===== src/rtl/uart_pkg.sv =====
// Shared types and constants for the shared-console UART transmitter.
// The optional idle-release feature is enabled by defining UART_ARB_TIMEOUT_EN.
package uart_pkg;

  localparam int         UART_DATA_BITS = 8;
  localparam logic [7:0] UART_NEWLINE   = 8'h0A;

  typedef enum logic {
    ARB,
    LOCK
  } arb_state_e;

  typedef enum logic [1:0] {
    S_IDLE,
    S_START,
    S_DATA,
    S_STOP
  } ser_state_e;

endpackage


===== src/rtl/uart_tx_core.sv =====
// 8N1 serializer: one start bit, eight data bits LSB first, one stop bit,
// each held PULSE_WIDTH clocks, followed by at least one idle cycle.
module uart_tx_core
  import uart_pkg::*;
#(
  parameter int PULSE_WIDTH = 64
) (
  input  logic                      clk,
  input  logic                      reset,
  input  logic                      load,
  input  logic [UART_DATA_BITS-1:0] load_data,
  output logic                      ready,
  output logic                      tx
);

  localparam int            TW       = (PULSE_WIDTH > 1) ? $clog2(PULSE_WIDTH) : 1;
  localparam logic [TW-1:0] TMR_LAST = TW'(PULSE_WIDTH - 1);

  ser_state_e                state;
  logic [TW-1:0]             bit_tmr;
  logic [2:0]                bit_idx;
  logic [UART_DATA_BITS-1:0] shreg;
  logic                      tmr_done;

  assign tmr_done = (bit_tmr == TMR_LAST);
  assign ready    = (state == S_IDLE);

  always_ff @(posedge clk) begin
    if (reset) begin
      state   <= S_IDLE;
      tx      <= 1'b1;
      bit_tmr <= '0;
      bit_idx <= '0;
      shreg   <= '0;
    end else begin
      case (state)
        S_IDLE: begin
          tx <= 1'b1;
          if (load) begin
            shreg   <= load_data;
            bit_tmr <= '0;
            bit_idx <= '0;
            tx      <= 1'b0;
            state   <= S_START;
          end
        end
        S_START: begin
          if (tmr_done) begin
            bit_tmr <= '0;
            tx      <= shreg[0];
            state   <= S_DATA;
          end else begin
            bit_tmr <= bit_tmr + 1'b1;
          end
        end
        S_DATA: begin
          if (tmr_done) begin
            bit_tmr <= '0;
            if (bit_idx == 3'd7) begin
              tx    <= 1'b1;
              state <= S_STOP;
            end else begin
              // shreg[1] is the next bit once the current LSB is shifted out
              bit_idx <= bit_idx + 1'b1;
              shreg   <= shreg >> 1;
              tx      <= shreg[1];
            end
          end else begin
            bit_tmr <= bit_tmr + 1'b1;
          end
        end
        S_STOP: begin
          if (tmr_done) begin
            bit_tmr <= '0;
            state   <= S_IDLE;
          end else begin
            bit_tmr <= bit_tmr + 1'b1;
          end
        end
        default: state <= S_IDLE;
      endcase
    end
  end

endmodule


===== src/rtl/uart_tx_arbiter.sv =====
// Line-granular round-robin sharing of one UART tx pin among NUM_REQ byte streams.
// Define UART_ARB_TIMEOUT_EN to release a lock whose owner goes quiet for TIMEOUT clocks.
module uart_tx_arbiter
  import uart_pkg::*;
#(
  parameter int NUM_REQ     = 4,
  parameter int PULSE_WIDTH = 64,
  parameter int MAX_LINE    = 128,
  parameter int TIMEOUT     = 4096
) (
  input  logic                       clk,
  input  logic                       reset,
  input  logic [NUM_REQ-1:0]         req_valid,
  input  logic [8*NUM_REQ-1:0]       req_data,
  output logic [NUM_REQ-1:0]         req_ready,
  output logic                       tx,
  output logic                       busy,
  output logic [$clog2(NUM_REQ)-1:0] owner
);

  localparam int            OW       = $clog2(NUM_REQ);
  localparam int            CW       = $clog2(MAX_LINE + 1);
  localparam logic [CW-1:0] CNT_LAST = CW'(MAX_LINE - 1);
  localparam logic [OW-1:0] OWN_LAST = OW'(NUM_REQ - 1);

  if (NUM_REQ < 2 || PULSE_WIDTH < 1 || MAX_LINE < 1 || TIMEOUT < 1) begin : g_param_check
    $error("uart_tx_arbiter: illegal parameter combination");
  end

  // Handshake rule: a byte moves only in a cycle where req_valid[i] and
  // req_ready[i] are both high; req_ready never depends on req_valid.
  arb_state_e    arb_state;
  logic [OW-1:0] owner_q;
  logic [OW-1:0] rr_ptr;
  logic [OW-1:0] next_ptr;
  logic [OW-1:0] grant_idx;
  logic [OW-1:0] cand_idx;
  logic [CW-1:0] byte_cnt;
  logic [7:0]    cur_byte;
  logic          grant_found;
  logic          ser_ready;
  logic          handshake;
  logic          timeout_hit;
  logic          release_line;

  // Scan offsets from high to low so the nearest asserted index at/after rr_ptr wins.
  always_comb begin
    grant_found = 1'b0;
    grant_idx   = '0;
    cand_idx    = '0;
    for (int i = NUM_REQ - 1; i >= 0; i--) begin
      cand_idx = OW'((int'(rr_ptr) + i) % NUM_REQ);
      if (req_valid[cand_idx]) begin
        grant_found = 1'b1;
        grant_idx   = cand_idx;
      end
    end
  end

  always_comb begin
    req_ready = '0;
    if (arb_state == LOCK) req_ready[owner_q] = ser_ready;
  end

  assign cur_byte     = req_data[{owner_q, 3'b000} +: 8];
  assign handshake    = (arb_state == LOCK) && req_valid[owner_q] && ser_ready;
  assign release_line = (handshake && ((cur_byte == UART_NEWLINE) || (byte_cnt == CNT_LAST)))
                        || timeout_hit;
  assign next_ptr     = (owner_q == OWN_LAST) ? '0 : owner_q + 1'b1;
  assign busy         = (arb_state == LOCK) || !ser_ready;
  assign owner        = owner_q;

  always_ff @(posedge clk) begin
    if (reset) begin
      arb_state <= ARB;
      owner_q   <= '0;
      rr_ptr    <= '0;
      byte_cnt  <= '0;
    end else begin
      case (arb_state)
        ARB: begin
          if (grant_found) begin
            owner_q   <= grant_idx;
            arb_state <= LOCK;
          end
        end
        LOCK: begin
          if (release_line) begin
            rr_ptr    <= next_ptr;
            byte_cnt  <= '0;
            arb_state <= ARB;
          end else if (handshake) begin
            byte_cnt <= byte_cnt + 1'b1;
          end
        end
        default: arb_state <= ARB;
      endcase
    end
  end

`ifdef UART_ARB_TIMEOUT_EN
  localparam int IW = $clog2(TIMEOUT + 1);
  logic [IW-1:0] idle_cnt;

  // Counts only while the line is free to take a byte but the owner offers none.
  always_ff @(posedge clk) begin
    if (reset || arb_state != LOCK || handshake || timeout_hit) begin
      idle_cnt <= '0;
    end else if (ser_ready && !req_valid[owner_q]) begin
      idle_cnt <= idle_cnt + 1'b1;
    end
  end

  assign timeout_hit = (arb_state == LOCK) && (idle_cnt == IW'(TIMEOUT));
`else
  assign timeout_hit = 1'b0;
`endif

  uart_tx_core #(
    .PULSE_WIDTH(PULSE_WIDTH)
  ) u_core (
    .clk      (clk),
    .reset    (reset),
    .load     (handshake),
    .load_data(cur_byte),
    .ready    (ser_ready),
    .tx       (tx)
  );

endmodule


===== config.mk =====
export PLATFORM = sky130hd
export DESIGN_NAME = uart_tx_arbiter
export DESIGN_NICKNAME = d
export VERILOG_FILES = /design/src/rtl/uart_pkg.sv /design/src/rtl/uart_tx_core.sv /design/src/rtl/uart_tx_arbiter.sv
export SDC_FILE = /design/constraint.sdc
export NUM_CORES = 1
export LEC_CHECK = 0
export BUFFER_PORTS_ARGS = -buffer_cell sky130_fd_sc_hd__buf_2
export CELL_PAD_IN_SITES_DETAIL_PLACEMENT = 1
export CELL_PAD_IN_SITES_GLOBAL_PLACEMENT = 1
export CORE_MARGIN = 1.5
export CORE_UTILIZATION = 30
export DETAILED_ROUTE_END_ITERATION = 16
export PLACE_DENSITY_LB_ADDON = 0.1
export SYNTH_ARGS = -nofsm -noshare
export SYNTH_HDL_FRONTEND = slang
export SYNTH_HIERARCHICAL = 1
export SYNTH_SLANG_ARGS = --single-unit
export TNS_END_PERCENT = 1

===== constraint.sdc =====
create_clock -name clk -period 4.95 [get_ports clk]
set_clock_uncertainty 0.1 [all_clocks]
set_input_delay 0.99 -clock clk [delete_from_list [all_inputs] [get_ports clk]]
set_output_delay 0.99 -clock clk [all_outputs]
set_load 0.01 [all_outputs]

=== Word-level counts from Yosys, hierarchy flattened ===
Cells that the tools add are included.

* Register bits after elaboration: 33
* Bits of input ports: 38
* Output and inout bits: 8
* Word-level logic and storage cells: 106

* Add/subtract/negate cells: 7
* Order comparisons: 6
* Equality and inequality tests: 14
* Shift-type cells: 1
* Multiplexer cells: 49
* Bitwise gates (word level): 2
* Reductions and logical operators: 18

{| class="wikitable"
|+ Operator list
! kind !! count
|-
| two-way mux 8 bit || 5
|-
| variable part select 32 x 6 -> 8 bit || 1
|-
| two-way mux 2 bit || 10
|-
| two-way mux 1 bit || 16
|-
| one-hot mux 8 bit (2 select lines) || 1
|-
| less-than comparator 2 x 3 -> 1 bit (second input constant) || 5
|-
| two-way mux 6 bit || 2
|-
| one-hot mux 6 bit (2 select lines) || 1
|-
| binary-select mux 1 bit (select 2 bit) || 5
|-
| != test 2 x 1 -> 1 bit (second input constant) || 5
|-
| two-way mux 3 bit || 3
|-
| adder 8 x 1 -> 8 bit (second input constant) || 1
|-
| == test 8 x 4 -> 1 bit (second input constant) || 1
|-
| == test 8 x 7 -> 1 bit (second input constant) || 1
|-
| one-hot mux 2 bit (4 select lines) || 1
|-
| adder 6 x 1 -> 6 bit (second input constant) || 1
|-
| == test 2 bit (second input constant) || 3
|-
| == test 6 bit (second input constant) || 1
|-
| one-hot mux 3 bit (2 select lines) || 1
|-
| AND reduction 2 bit || 3
|-
| AND reduction 5 bit || 1
|-
| adder 2 x 1 -> 2 bit (second input constant) || 2
|-
| adder 2 bit (second input constant) || 2
|-
| bitwise AND 4 bit || 1
|-
| 19 further kinds || 24
|}

=== Logic depth before layout (Yosys ltp) ===
Gate-level depths: netlist (run 1).

* Depth after elaboration: 9
* Mapped depth: 11
* Depth with buffers taken out: 9

=== By module ===
The synthesis (run 1) kept the hierarchy.

{| class="wikitable"
|+ By module, submodules not included
! module !! instances !! cells each !! area each (µm²) !! seq. area each (µm²)
|-
| uart_tx_core || 1 || 145 || 1169.9 || 400.4
|-
| uart_tx_arbiter || 1 || 111 || 1094.8 || 260.2
|}

=== Least setup slack after synthesis (run 1) ===
OpenSTA, ideal clock, no wires.

* Path kind: in2reg
* Start: in req_valid[1]
* End: reg u_core.shreg[0]
* Setup time: 91 ps
* Arrival: 2794 ps
* Required time: 4759 ps
* Path slack: 1965 ps
* Cell stages on the path: 9
* Path buffers: 2
* Cells stage by stage: mux4_1 nand2_1 inv_1 clkbuf_1 and3b_1 clkbuf_1 a21oi_1 o31ai_1 a311oi_1

* Longest elaborated chain between the ends: 6

{| class="wikitable"
|+ Ends and longest elaborated chain
! element !! RTL line !! RTL
|-
| start, declared || uart_tx_arbiter.sv:13 || <nowiki>input logic [NUM_REQ-1:0] req_valid,</nowiki>
|-
| binary-select mux 1 bit (select 2 bit) || uart_tx_arbiter.sv:66 || <nowiki>assign handshake = (arb_state == LOCK) && req_valid[owner_q] && ser_ready;</nowiki>
|-
| two-way mux 1 bit (not written as such) || uart_tx_arbiter.sv:66 ||
|-
| logical AND 1 bit (2 in series) || uart_tx_arbiter.sv:66 ||
|-
| via handshake || uart_tx_arbiter.sv:42 || <nowiki>logic handshake;</nowiki>
|-
| != test 2 x 1 -> 1 bit (no source line) || n/a ||
|-
| AND reduction 4 bit (no source line) || n/a ||
|-
| end signal, assigned || uart_tx_core.sv:40 || <nowiki>shreg <= load_data;</nowiki>
|-
| end signal, assigned || uart_tx_core.sv:65 || <nowiki>shreg <= shreg >> 1;</nowiki>
|-
| end, declared || uart_tx_core.sv:22 || <nowiki>logic [UART_DATA_BITS-1:0] shreg;</nowiki>
|}

The timed path passes the listed nets, and every way through them passes these cells. The select of a mux whose other input is x is not followed.
A chain may end at the register's enable or synchronous reset.

=== Worst setup path after layout (run 1) ===
* Start: reg owner_q[0] (netlist: owner[0])
* End: reg u_core.shreg[0]

* Longest elaborated chain between the ends: 6
* Elaborated cells between the ends (all ways): 9
* Those cells by class: eq/ne: 1; shift: 1; mux: 4; reduce/logical: 3

{| class="wikitable"
|+ Ends and longest elaborated chain
! element !! RTL line !! RTL
|-
| start, declared || uart_tx_arbiter.sv:33 || <nowiki>logic [OW-1:0] owner_q;</nowiki>
|-
| start signal, assigned || uart_tx_arbiter.sv:83 || <nowiki>owner_q <= grant_idx;</nowiki>
|-
| parallel branches: the longest is 6 deep, another holds variable part select 32 x 6 -> 8 bit || n/a ||
|}

Several ways; the timed one is not identified. The select of a mux whose other input is x is not followed.

==> key figures, run 1 <==
STA
  – Final setup vio count: 0
  – Period utilization: approximately two thirds
  – Remaining max-slew budget at the tightest pin: a little over half
  – Final worst path period need: 3.34 ns
  – Unrepaired setup endpoints after global routing: false
  – Final Hold Fails: 0
  – Pin slew with the least headroom to its limit: 0.701 ns
  – Number of pins with negative max-slew slack in the final report: 0
  – Aggregate negative setup slack: 0 ns
  – F_max: around 300 MHz

Routing
  – Met2 routed wirelength: between 2 and 3 mm
  – Antenna viol nets, final: 0
  – Routed via count: a little over 2000
  – Number of design rule violations left after detail routing: 0
  – DRC marker count from the first detailed-route iteration: 65
  – Initial DRT Pass Iterations: 4
  – Wire length the detailed router placed on met1: between 2 and 3 mm
  – Post-detailed-routing wire length: slightly below 6 mm
  – Detailed-routed wire length on met3: about 210 µm
  – Top Layer Used: met4
  – Via/cell ratio: 5.25
  – Avg WL per Cell: about 15 µm

Synth
  – Cells after Synth: 256
  – Post-synth net total: 306
  – Async set-reset flop share out of synthesis: 0%
  – Post-synth design cell area: around 2300 µm²
  – Sequential share of the synthesized area: between 20 and 30%
  – Count of warnings emitted by yosys: 6
  – Count of flip-flops with a built-in enable after synthesis: 0
  – Synth unique cells: between 50 and 60
  – Count of state elements after synthesis: 33
  – Synthesized area divided by synthesized cell count: 8.85 µm²
  – Primary flip-flop cell chosen by synthesis mapping: sky130_fd_sc_hd__dfxtp_1

Layout
  – Number of fillers in the final layout: 915
  – P&R area growth vs syn: 14.6%
  – Most common cell after layout, fill and taps aside: sky130_fd_sc_hd__buf_2
  – Total inserted antenna cells: 0
  – Design Area, Final: around 2600 µm²
  – Fraction of layout instances using a drive strength above 1: between 20% and 30%
  – Post-layout net count: 343
  – Most frequent cells in the layout: sky130_fd_sc_hd__buf_2, sky130_fd_sc_hd__dfxtp_1, sky130_fd_sc_hd__inv_1

Global routing
  – Wire length of the first global-routing pass: around 10 mm
  – Remaining global-route overflow: 0
  – Antenna violations before repair: 0
  – Overall routing resource usage: between 10% and 20%
  – Largest net degree at the start of global routing: 37
  – Number of global-route vias before repair: between 2000 and 2500

Floorplan
  – Initial standard-cell utilization of the core: roughly 31%
  – Area of the die: 8080 µm²
  – Floorplan core area: around 7300 µm²
  – Number of primary I/O pins: 46
  – Number of rows created at floorplan: 31
  – Die Width: about 90 µm
  – Die Ht: 89.9 µm

Critical path
  – Launch instance of the worst register-to-register path: owner[0]
  – Classification of the worst setup path: flip-flop to flip-flop
  – Worst reg-to-reg path cell count: 7
  – Cells traversed along the worst timing path: mux4_1 > nand2_1 > inv_1 > mux2_2 > nand2_1 > o31ai_1 > a311oi_1
  – CP Capture Type: flip-flop
  – Critical path required time: just over 5 ns
  – Crit-path most repeated cell: sky130_fd_sc_hd__nand2_1
  – CP startpoint kind: flip-flop
  – Critical path buffer and inverter count: 1
  – CP max stage cell: sky130_fd_sc_hd__mux4_1
  – Minimum setup slack among reg-to-reg paths: ~1.6 ns
  – Top cell family by delay on the critical path: multiplexers
  – CP arrival: 3.43 ns
  – Largest fanout on the critical path: 18
  – Crit Reg-Reg Endpoint: u_core/shreg[0]
  – Max incr delay on CP: 0.79 ns

Clock tree
  – Count of buffers added by post-CTS timing repair for setup: 0
  – Root Buffer Master: sky130_fd_sc_hd__clkbuf_8
  – Later-pin clock latency in the skew report: roughly 0.28 ns
  – Clock transition at the register clock pins on the worst setup and hold paths after CTS: 0.07 ns
  – Post-cts gate resize count: 0
  – Longest Clk Path Bufs: 2
  – TritonCTS clock tree: built
  – TritonCTS Buffers: 5
  – Number of clock sinks: 33
  – Cts-stage hold buffer count: 0
  – # H-tree levels: 2

Placement
  – Port buffer count: 45
  – Final HPWL from detailed placement: 4.40 mm
  – Placed inst area: 2510 µm²
  – GPL Wtd Cong: 0.757

Worst hold path
  – Hold Path End: u_core/shreg[3]
  – Hold path depth: 2
  – Min-Delay Path Class: flip-flop to flip-flop
  – HP Start: u_core/shreg[3]

Job
  – Count of maximum capacitance violations: 0

Pwr
  – Peak supply drop: approximately 0.13 mV
  – Static Leak: 1.03 nW
  – Power per cell area: about 330 nW/µm²

Status
  – Status: completed
## worst min-delay path: cells and delay by family (launching register included)
kind                   cells  cell delay, ns
buffers and inverters      1            0.05
AO/OA/AOI/OAI              1            0.06
flip-flops                 1            0.32
## layer usage
layer  vias up  GRT usage (%)
li1       1036              -
met1       980           19.1
met4         0           5.03
met3         7           3.13
met5         -              0
met2        40           26.9
## registers in the layout (all words and copies together) (netlist names)
signal	flops
arb_state	1
rr_ptr	2
u_core/bit_tmr	6
u_core/bit_idx	3
u_core/tx	1
u_core/state	2
owner	2
u_core/shreg	8
byte_cnt	8
## stage by stage
step                util, %  cells  hold WS (ns)  power [mW]  worst slack, ns
finish                 35.6    393         0.382       0.849             1.61
global route           35.6    393         0.415       0.919             1.33
CTS                    35.6    393         0.388       0.864             1.60
detailed placement     34.5    385         0.374       0.659             1.43
global placement       34.5    385         0.367       0.657             1.51
floorplan                 -    256         0.352       0.566             1.97
## worst max path at each step
stage                       from               to  cells past startpoint
floorplan           req_valid[1]  u_core/shreg[0]                      9
global placement    req_valid[1]  u_core/shreg[3]                      8
detailed placement  req_valid[1]  u_core/shreg[5]                      8
CTS                     owner[0]  u_core/shreg[0]                      7
global route            owner[0]  u_core/shreg[6]                      7
finish                  owner[0]  u_core/shreg[0]                      7
## cell type report
cell class	count	area (µm²)	area share, %
multi-input cells	181	1400	53.9
flip-flops and latches	33	661	25.5
repair buffers	46	233	8.97
well taps	99	124	4.77
inverters	26	97.6	3.76
clock buffers	6	72.6	2.80
clock inverters	2	10.0	0.386
## Yosys cell counts, types with 2 or more instances
library cell / instances / area [µm²]
sky130_fd_sc_hd__a21oi_1: 22 / 110
sky130_fd_sc_hd__o221ai_1: 3 / 26.3
sky130_fd_sc_hd__o2111ai_1: 3 / 26.3
sky130_fd_sc_hd__a211oi_1: 7 / 52.6
sky130_fd_sc_hd__nand2b_1: 4 / 25.0
sky130_fd_sc_hd__and3_1: 7 / 43.8
sky130_fd_sc_hd__o21ai_0: 10 / 50.1
sky130_fd_sc_hd__inv_1: 26 / 97.6
sky130_fd_sc_hd__nor2_1: 15 / 56.3
sky130_fd_sc_hd__nand3_1: 7 / 35.0
sky130_fd_sc_hd__o32ai_1: 2 / 17.5
sky130_fd_sc_hd__ha_1: 12 / 150
sky130_fd_sc_hd__mux2i_1: 2 / 20.0
sky130_fd_sc_hd__buf_6: 3 / 33.8
sky130_fd_sc_hd__buf_2: 2 / 10.0
sky130_fd_sc_hd__nand4bb_1: 2 / 22.5
sky130_fd_sc_hd__xor2_1: 5 / 43.8
sky130_fd_sc_hd__dfxtp_1: 33 / 661
sky130_fd_sc_hd__nand4_1: 4 / 25.0
sky130_fd_sc_hd__a31oi_1: 2 / 12.5
sky130_fd_sc_hd__nand2_1: 14 / 52.6
sky130_fd_sc_hd__o31ai_1: 7 / 52.6
sky130_fd_sc_hd__clkbuf_1: 7 / 26.3
sky130_fd_sc_hd__mux4_1: 8 / 210
sky130_fd_sc_hd__nor2b_1: 2 / 12.5
sky130_fd_sc_hd__or4_1: 2 / 15.0
sky130_fd_sc_hd__and2_1: 2 / 12.5
sky130_fd_sc_hd__or3_1: 3 / 18.8
sky130_fd_sc_hd__nor3_1: 4 / 20.0
sky130_fd_sc_hd__a311oi_1: 9 / 78.8
## power breakdown
group	switching (mW)	internal, mW	total, mW
clock	0.102	0.0975	0.200
combinational	0.192	0.124	0.316
sequential	0.0338	0.300	0.334
total	0.328	0.521	0.849
## kinds of logic (layout without fill, tap and decap cells)
family / Yosys count / count (layout) / share of synthesized area, %
AND/OR/NAND/NOR: 76 / 76 / 18.5
AO/OA/AOI/OAI: 75 / 75 / 22.7
buffers and inverters: 42 / 80 / 9.12
flip-flops: 33 / 33 / 29.2
adder cells (fa/ha/maj): 12 / 12 / 6.63
multiplexers: 12 / 12 / 11.7
XOR/XNOR: 6 / 6 / 2.32
(Power assumes the default switching activity.)
==> run 2: changes to the inputs <==
==> constraint.sdc (replaced) <==
create_clock -name clk -period 3 [get_ports clk]
set_clock_uncertainty 0.1 [all_clocks]
set_input_delay 0.6 -clock clk [delete_from_list [all_inputs] [get_ports clk]]
set_output_delay 0.6 -clock clk [all_outputs]
set_load 0.01 [all_outputs]
==> key figures, run 2 (synthesized netlist as in run 1, its figures left out) <==
Floorplan
  – Number of rows created at floorplan: 31 (unchanged)
  – Floorplan core area: 7290 µm² (unchanged)
  – Die Ht: 89.9 µm (unchanged)
  – Area of the die: 8080 µm² (unchanged)
  – Number of primary I/O pins: 46 (unchanged)
  – Die Width: 89.9 µm (unchanged)
  – Initial standard-cell utilization of the core: 31.1% (unchanged)

Pwr
  – Clock share of power: 28.5% (+5.0 points)
  – Cell internal pwr: 967 µW (+86%)
  – Static Leak: 1.07 nW (+4.4%)
  – Tot Pwr: 1.54 mW (+82%)
  – Switching share of total power: 37.3% (-1.3 points)
  – Sw power: 576 µW (+75%)
  – Peak supply drop: 0.237 mV (+86%)
  – Power per cell area: 576 nW/µm² (+76%)
  – Relative contribution of combinational cells to total power: 36.1% (-1.1 points)
  – Seq pwr share: 35.4% (-3.9 points)

Critical path
  – CP Capture Type: flip-flop
  – Launch instance of the worst register-to-register path: owner[0]
  – CP max stage cell: sky130_fd_sc_hd__mux4_1
  – Minimum setup slack among reg-to-reg paths: 0.25 ns (-1.36 ns)
  – Largest fanout on the critical path: 10 (-8)
  – Cells traversed along the worst timing path: mux4_1 > or4_1 > o21ai_2 > a311o_1
  – CP arrival: 2.88 ns (-0.55 ns)
  – Crit Reg-Reg Endpoint: rr_ptr[1]
  – Worst Setup EP: rr_ptr[1]
  – CP startpoint kind: flip-flop
  – Classification of the worst setup path: flip-flop to flip-flop
  – Critical path required time: 3.13 ns (-1.91 ns)
  – Max incr delay on CP: 0.65 ns (-0.14 ns)
  – Start point of the critical path: owner[0]
  – Worst reg-to-reg path cell count: 4 (-3)

Clock tree
  – Clock transition at the register clock pins on the worst setup and hold paths after CTS: 0.09 ns (+0.02 ns)
  – Count of buffers added by post-CTS timing repair for setup: 0 (unchanged)
  – Number of clock sinks: 33 (unchanged)
  – Post-cts gate resize count: 0 (unchanged)
  – # H-tree levels: 2 (unchanged)
  – Later-pin clock latency in the skew report: 0.30 ns (+0.02 ns)
  – TritonCTS Buffers: 5 (unchanged)
  – TritonCTS clock tree: built
  – Cts-stage hold buffer count: 0 (unchanged)
  – Root Buffer Master: sky130_fd_sc_hd__clkbuf_8
  – Longest Clk Path Bufs: 2 (unchanged)

Routing
  – Antenna viol nets, final: 0 (unchanged)
  – Routed via count: 2090 (+1.3%)
  – Wire length the detailed router placed on met1: 3.00 mm (+7.5%)
  – Initial DRT Pass Iterations: 4 (unchanged)
  – DRC marker count from the first detailed-route iteration: 35 (-46%)
  – Avg WL per Cell: 15.2 µm (+0.18%)
  – Top Layer Used: met4
  – Detailed-routed wire length on met3: 183 µm (-14%)
  – Number of design rule violations left after detail routing: 0 (unchanged)
  – Via/cell ratio: 5.23 (-0.46%)
  – Post-detailed-routing wire length: 6.08 mm (+2.0%)
  – Met2 routed wirelength: 2.80 mm (-2.8%)

Job
  – Count of maximum capacitance violations: 0 (unchanged)

STA
  – Final setup vio count: 0 (unchanged)
  – Final Hold Fails: 0 (unchanged)
  – Number of pins with negative max-slew slack in the final report: 0 (unchanged)
  – Period utilization: 91.6% (+24 points)
  – Aggregate negative setup slack: 0 ns (unchanged)
  – Final WS setup: 0.253 ns (-1.36 ns)
  – Final worst path period need: 2.75 ns (-0.594 ns)
  – Pin slew with the least headroom to its limit: 0.783 ns (+0.0817 ns)
  – Remaining max-slew budget at the tightest pin: 47.2% (-5.9 points)
  – F_max: 364 MHz (+22%)
  – Unrepaired setup endpoints after global routing: false

Global routing
  – Wire length of the first global-routing pass: 10.3 mm (-0.20%)
  – Number of global-route vias before repair: 2161 (+0.61%)
  – Antenna violations before repair: 0 (unchanged)
  – Overall routing resource usage: 15.6% (+0.11 points)
  – Largest net degree at the start of global routing: 23 (-38%)
  – Remaining global-route overflow: 0 (unchanged)

Status
  – Status: completed

Layout
  – Leading registers by flop count: byte_cnt (8), u_core/shreg (8), u_core/bit_tmr (6)
  – Fraction of layout instances using a drive strength above 1: 23.3% (+2.2 points)
  – Post-layout net count: 350 (+2.0%)
  – Number of fillers in the final layout: 906 (-0.98%)
  – Combined area of the multi-input logic cells: 1400 µm² (unchanged)
  – Seq. cell area: 661 µm² (unchanged)
  – Most common cell after layout, fill and taps aside: sky130_fd_sc_hd__buf_2
  – Core Util, Final: 36.8% (+1.2 points)
  – Most frequent cells in the layout: sky130_fd_sc_hd__buf_2, sky130_fd_sc_hd__dfxtp_1, sky130_fd_sc_hd__inv_1
  – P&R area growth vs syn: 18.3%
  – Finished Layout Cells: 400 (+1.8%)
  – Total inserted antenna cells: 0 (unchanged)

Placement
  – Pre-CTS setup slack: 0.259 ns (-1.17 ns)
  – Placed cell count: 392 (+1.8%)
  – GPL Wtd Cong: 0.809 (+6.9%)
  – Port buffer count: 45 (unchanged)
  – Final HPWL from detailed placement: 4.58 mm (+4.1%)

Worst hold path
  – Min-Delay Path Class: flip-flop to flip-flop
  – Hold path depth: 2 (unchanged)
run 2: cell count changes in the layout (fill, tap and decap cells not counted), sizes merged:
cell      previous run  this run
buf                 46        53
bufinv               0         1
clkbuf               6         5
clkinv               2         1
clkinvlp             0         1
run 2: per-layer routing:
| metal | GRT usage [%] | vias to the layer above |
|---|---|---|
| li1 | - | 1048 |
| met3 | 2.96 | 8 |
| met1 | 20.7 | 995 |
| met5 | 0 | - |
| met4 | 5.16 | 0 |
| met2 | 25.4 | 39 |
run 2: power groups by stage:
stage / registers, mW / clock network [mW] / logic (mW)
global placement: 0.555 / 0 / 0.554
floorplan: 0.542 / 0 / 0.391
finish: 0.546 / 0.440 / 0.557
detailed placement: 0.557 / 0 / 0.556
global route: 0.556 / 0.472 / 0.627
CTS: 0.547 / 0.451 / 0.558
run 2: stage by stage:
stage | hold WS (ns) | area (µm²)
final | 0.390 | 2680
after global routing | 0.407 | 2680
after CTS | 0.392 | 2680
after detailed placement | 0.375 | 2560
after global placement | 0.367 | 2560
after floorplan | 0.352 | 2260
run 2: critical path, delay by kind of cell (launching register included):
family,cells,cell delay (ns)
mux,1,0.65
flops,1,0.62
compound gates,2,0.67
simple gates,1,0.64
run 2: worst min path at each step:
stage	to	start
4_1_cts	u_core/shreg[4]	u_core/shreg[4]
3_3_place_gp	u_core/shreg[2]	u_core/shreg[2]
6_report	u_core/shreg[4]	u_core/shreg[4]
5_1_grt	u_core/shreg[4]	u_core/shreg[4]
3_5_place_dp	u_core/shreg[4]	u_core/shreg[4]
2_1_floorplan	u_core/shreg[6]	u_core/shreg[6]
run 2: area by class of cell:
class                           instances  share of cell area, %
Multi-Input combinational cell        181                   52.1
Clock inverter                          3                   1.73
Sequential cell                        33                   24.6
Timing Repair Buffer                   53                   10.6
Inverter                               26                   3.64
Tap cell                               99                   4.62
Clock buffer                            5                   2.57
==> run 3: changes to the inputs <==
--- a/config.mk
+++ b/config.mk
@@ -11,7 +11,8 @@
 export CORE_MARGIN = 1.5
 export CORE_UTILIZATION = 30
 export DETAILED_ROUTE_END_ITERATION = 16
-export PLACE_DENSITY_LB_ADDON = 0.1
+export GPL_TIMING_DRIVEN = 0
+export PLACE_DENSITY = 0.73
 export SYNTH_ARGS = -nofsm -noshare
 export SYNTH_HDL_FRONTEND = slang
 export SYNTH_HIERARCHICAL = 1
==> key figures, run 3 (synthesized netlist as in run 1, its figures left out) <==
Status
  – Status: completed

Global routing
  – Wire length of the first global-routing pass: 10.3 mm (+0.20%)
  – Remaining global-route overflow: 0 (unchanged)
  – Number of global-route vias before repair: 2215 (+2.5%)
  – Overall routing resource usage: 15.6% (about the same)
  – Antenna violations before repair: 0 (unchanged)
  – Largest net degree at the start of global routing: 14 (-39%)

Critical path
  – Critical path required time: 3.10 ns (-0.03 ns)
  – CP max stage cell: sky130_fd_sc_hd__mux4_2
  – CP Capture Type: flip-flop
  – Critical path buffer and inverter count: 3 (+3)
  – Worst reg-to-reg path cell count: 9 (+5)
  – Classification of the worst setup path: flip-flop to flip-flop
  – CP arrival: 2.84 ns (-0.04 ns)
  – Largest fanout on the critical path: 10 (unchanged)
  – Critical Path Stages: 9 (+5)
  – Top cell family by delay on the critical path: multiplexers
  – Cells traversed along the worst timing path: buf_6 > mux4_2 > nand2_2 > clkinvlp_4 > and3b_1 > clkbuf_1 > a21oi_1 > o31ai_1 > a311oi_1
  – CP startpoint kind: flip-flop
  – Max incr delay on CP: 0.61 ns (-0.04 ns)

Layout
  – Total inserted antenna cells: 0 (unchanged)
  – Post-layout net count: 359 (+2.6%)
  – Most frequent cells in the layout: sky130_fd_sc_hd__buf_2, sky130_fd_sc_hd__dfxtp_1, sky130_fd_sc_hd__inv_1
  – Design Area, Final: 2710 µm² (+1.3%)
  – Most common cell after layout, fill and taps aside: sky130_fd_sc_hd__buf_2
  – Finished Layout Cells: 408 (+2.0%)
  – Core Util, Final: 37.2% (+0.46 points)
  – P&R area growth vs syn: 19.8%
  – Leading registers by flop count: byte_cnt (8), u_core/shreg (8), u_core/bit_tmr (6)
  – Fraction of layout instances using a drive strength above 1: 23.0% (-0.28 points)

Placement
  – Final HPWL from detailed placement: 4.54 mm (-0.78%)
  – Placed inst area: 2610 µm² (+1.9%)
  – Placed cell count: 400 (+2.0%)
  – GPL Wtd Cong: 0.823 (+1.8%)
  – Pre-CTS setup slack: -0.259 ns (-0.518 ns)
  – Port buffer count: 45 (unchanged)

STA
  – Aggregate negative setup slack: 0 ns (unchanged)
  – Final WS setup: 0.257 ns (+0.00323 ns)
  – Final Hold Fails: 0 (unchanged)
  – Final worst path period need: 2.74 ns (-0.00323 ns)
  – Final setup vio count: 0 (unchanged)
  – Pin slew with the least headroom to its limit: 0.555 ns (-0.228 ns)
  – F_max: 365 MHz (+0.12%)
  – Period utilization: 91.4% (-0.11 points)
  – Unrepaired setup endpoints after global routing: false
  – Post-route worst hold slack: 0.386 ns (-0.00419 ns)
  – Number of pins with negative max-slew slack in the final report: 0 (unchanged)
  – Remaining max-slew budget at the tightest pin: 63.0% (+16 points)

Clock tree
  – Cts-stage hold buffer count: 0 (unchanged)
  – # H-tree levels: 2 (unchanged)
  – TritonCTS Buffers: 5 (unchanged)
  – TritonCTS clock tree: built
  – Root Buffer Master: sky130_fd_sc_hd__clkbuf_8
  – Number of clock sinks: 33 (unchanged)
  – Clock transition at the register clock pins on the worst setup and hold paths after CTS: 0.07 ns (-0.02 ns)
  – Longest Clk Path Bufs: 2 (unchanged)
  – Later-pin clock latency in the skew report: 0.29 ns (about the same)

Floorplan
  – Die Ht: 89.9 µm (unchanged)
  – Initial standard-cell utilization of the core: 31.1% (unchanged)
  – Floorplan core area: 7290 µm² (unchanged)
  – Area of the die: 8080 µm² (unchanged)
  – Number of rows created at floorplan: 31 (unchanged)
  – Number of primary I/O pins: 46 (unchanged)
  – Die Width: 89.9 µm (unchanged)

Job
  – Count of maximum capacitance violations: 0 (unchanged)

Routing
  – Initial DRT Pass Iterations: 4 (unchanged)
  – Via/cell ratio: 5.30 (+1.5%)
  – DRC marker count from the first detailed-route iteration: 54 (+54%)
  – Antenna viol nets, final: 0 (unchanged)
  – Routed via count: 2163 (+3.5%)
  – Avg WL per Cell: 14.8 µm (-2.6%)
  – Post-detailed-routing wire length: 6.04 mm (-0.67%)
  – Number of design rule violations left after detail routing: 0 (unchanged)

Pwr
  – Power per cell area: 536 nW/µm² (-6.9%)
  – Peak supply drop: 0.165 mV (-30%)
  – Static Leak: 1.08 nW (+1.4%)
  – Tot Pwr: 1.45 mW (-5.7%)

Worst hold path
  – Hold path depth: 2 (unchanged)
  – Min-Delay Path Class: flip-flop to flip-flop
-- run 3: changes by cell type in the layout (fill, tap and decap cells not counted), sizes merged --
cell and change:
clkbuf +8, dlygate4sd3 +1, dlygate4sd1 +1, clkinv -1, dlymetal6s2s +1, inv -1, bufinv -1
-- run 3: cell type report --
class | count | area, µm²
Fill cell | 919 | 4580
Multi-Input combinational cell | 181 | 1400
Sequential cell | 33 | 661
Timing Repair Buffer | 47 | 240
Tap cell | 99 | 124
Buffer | 15 | 105
Inverter | 26 | 101
Clock buffer | 7 | 86.3
-- run 3: final timing paths --
path	start	endpoint	slack, ns
min reg2reg	u_core/shreg[3]	u_core/shreg[3]	0.39
max	owner[0]	u_core/shreg[2]	0.26
min	u_core/shreg[3]	u_core/shreg[3]	0.39
max reg2reg	owner[0]	u_core/shreg[2]	0.26
-- run 3: worst register-to-register path, stage by stage (launching register included) --
cell and delay, ns:
sky130_fd_sc_hd__dfxtp_1 0.49, sky130_fd_sc_hd__buf_6 0.21, sky130_fd_sc_hd__mux4_2 0.61, sky130_fd_sc_hd__nand2_2 0.19, sky130_fd_sc_hd__clkinvlp_4 0.15, sky130_fd_sc_hd__and3b_1 0.18, sky130_fd_sc_hd__clkbuf_1 0.18, sky130_fd_sc_hd__a21oi_1 0.25
sky130_fd_sc_hd__o31ai_1 0.10, sky130_fd_sc_hd__a311oi_1 0.19
-- run 3: metal layers --
layer  vias to the layer above  GRT usage, %  routed length [µm]
met3                         8          3.30                 241
met4                         0          5.56                 102
li1                       1061             -                   -
met1                      1036          18.7                2720
met5                         -             0                   0
met2                        58          27.4                2970
-- run 3: what timing repair did --
action                     in CTS  in global routing
gates resized for setup         2                  2
setup endpoints to repair      12                 10
buffers inserted                2                  0
pin swaps                       0                  0
-- run 3: where the power goes --
| group | switching [mW] | internal, mW | total [mW] |
|---|---|---|---|
| clock | 0.165 | 0.182 | 0.347 |
| combinational | 0.339 | 0.227 | 0.566 |
| sequential | 0.0463 | 0.495 | 0.541 |
| total | 0.550 | 0.904 | 1.45 |
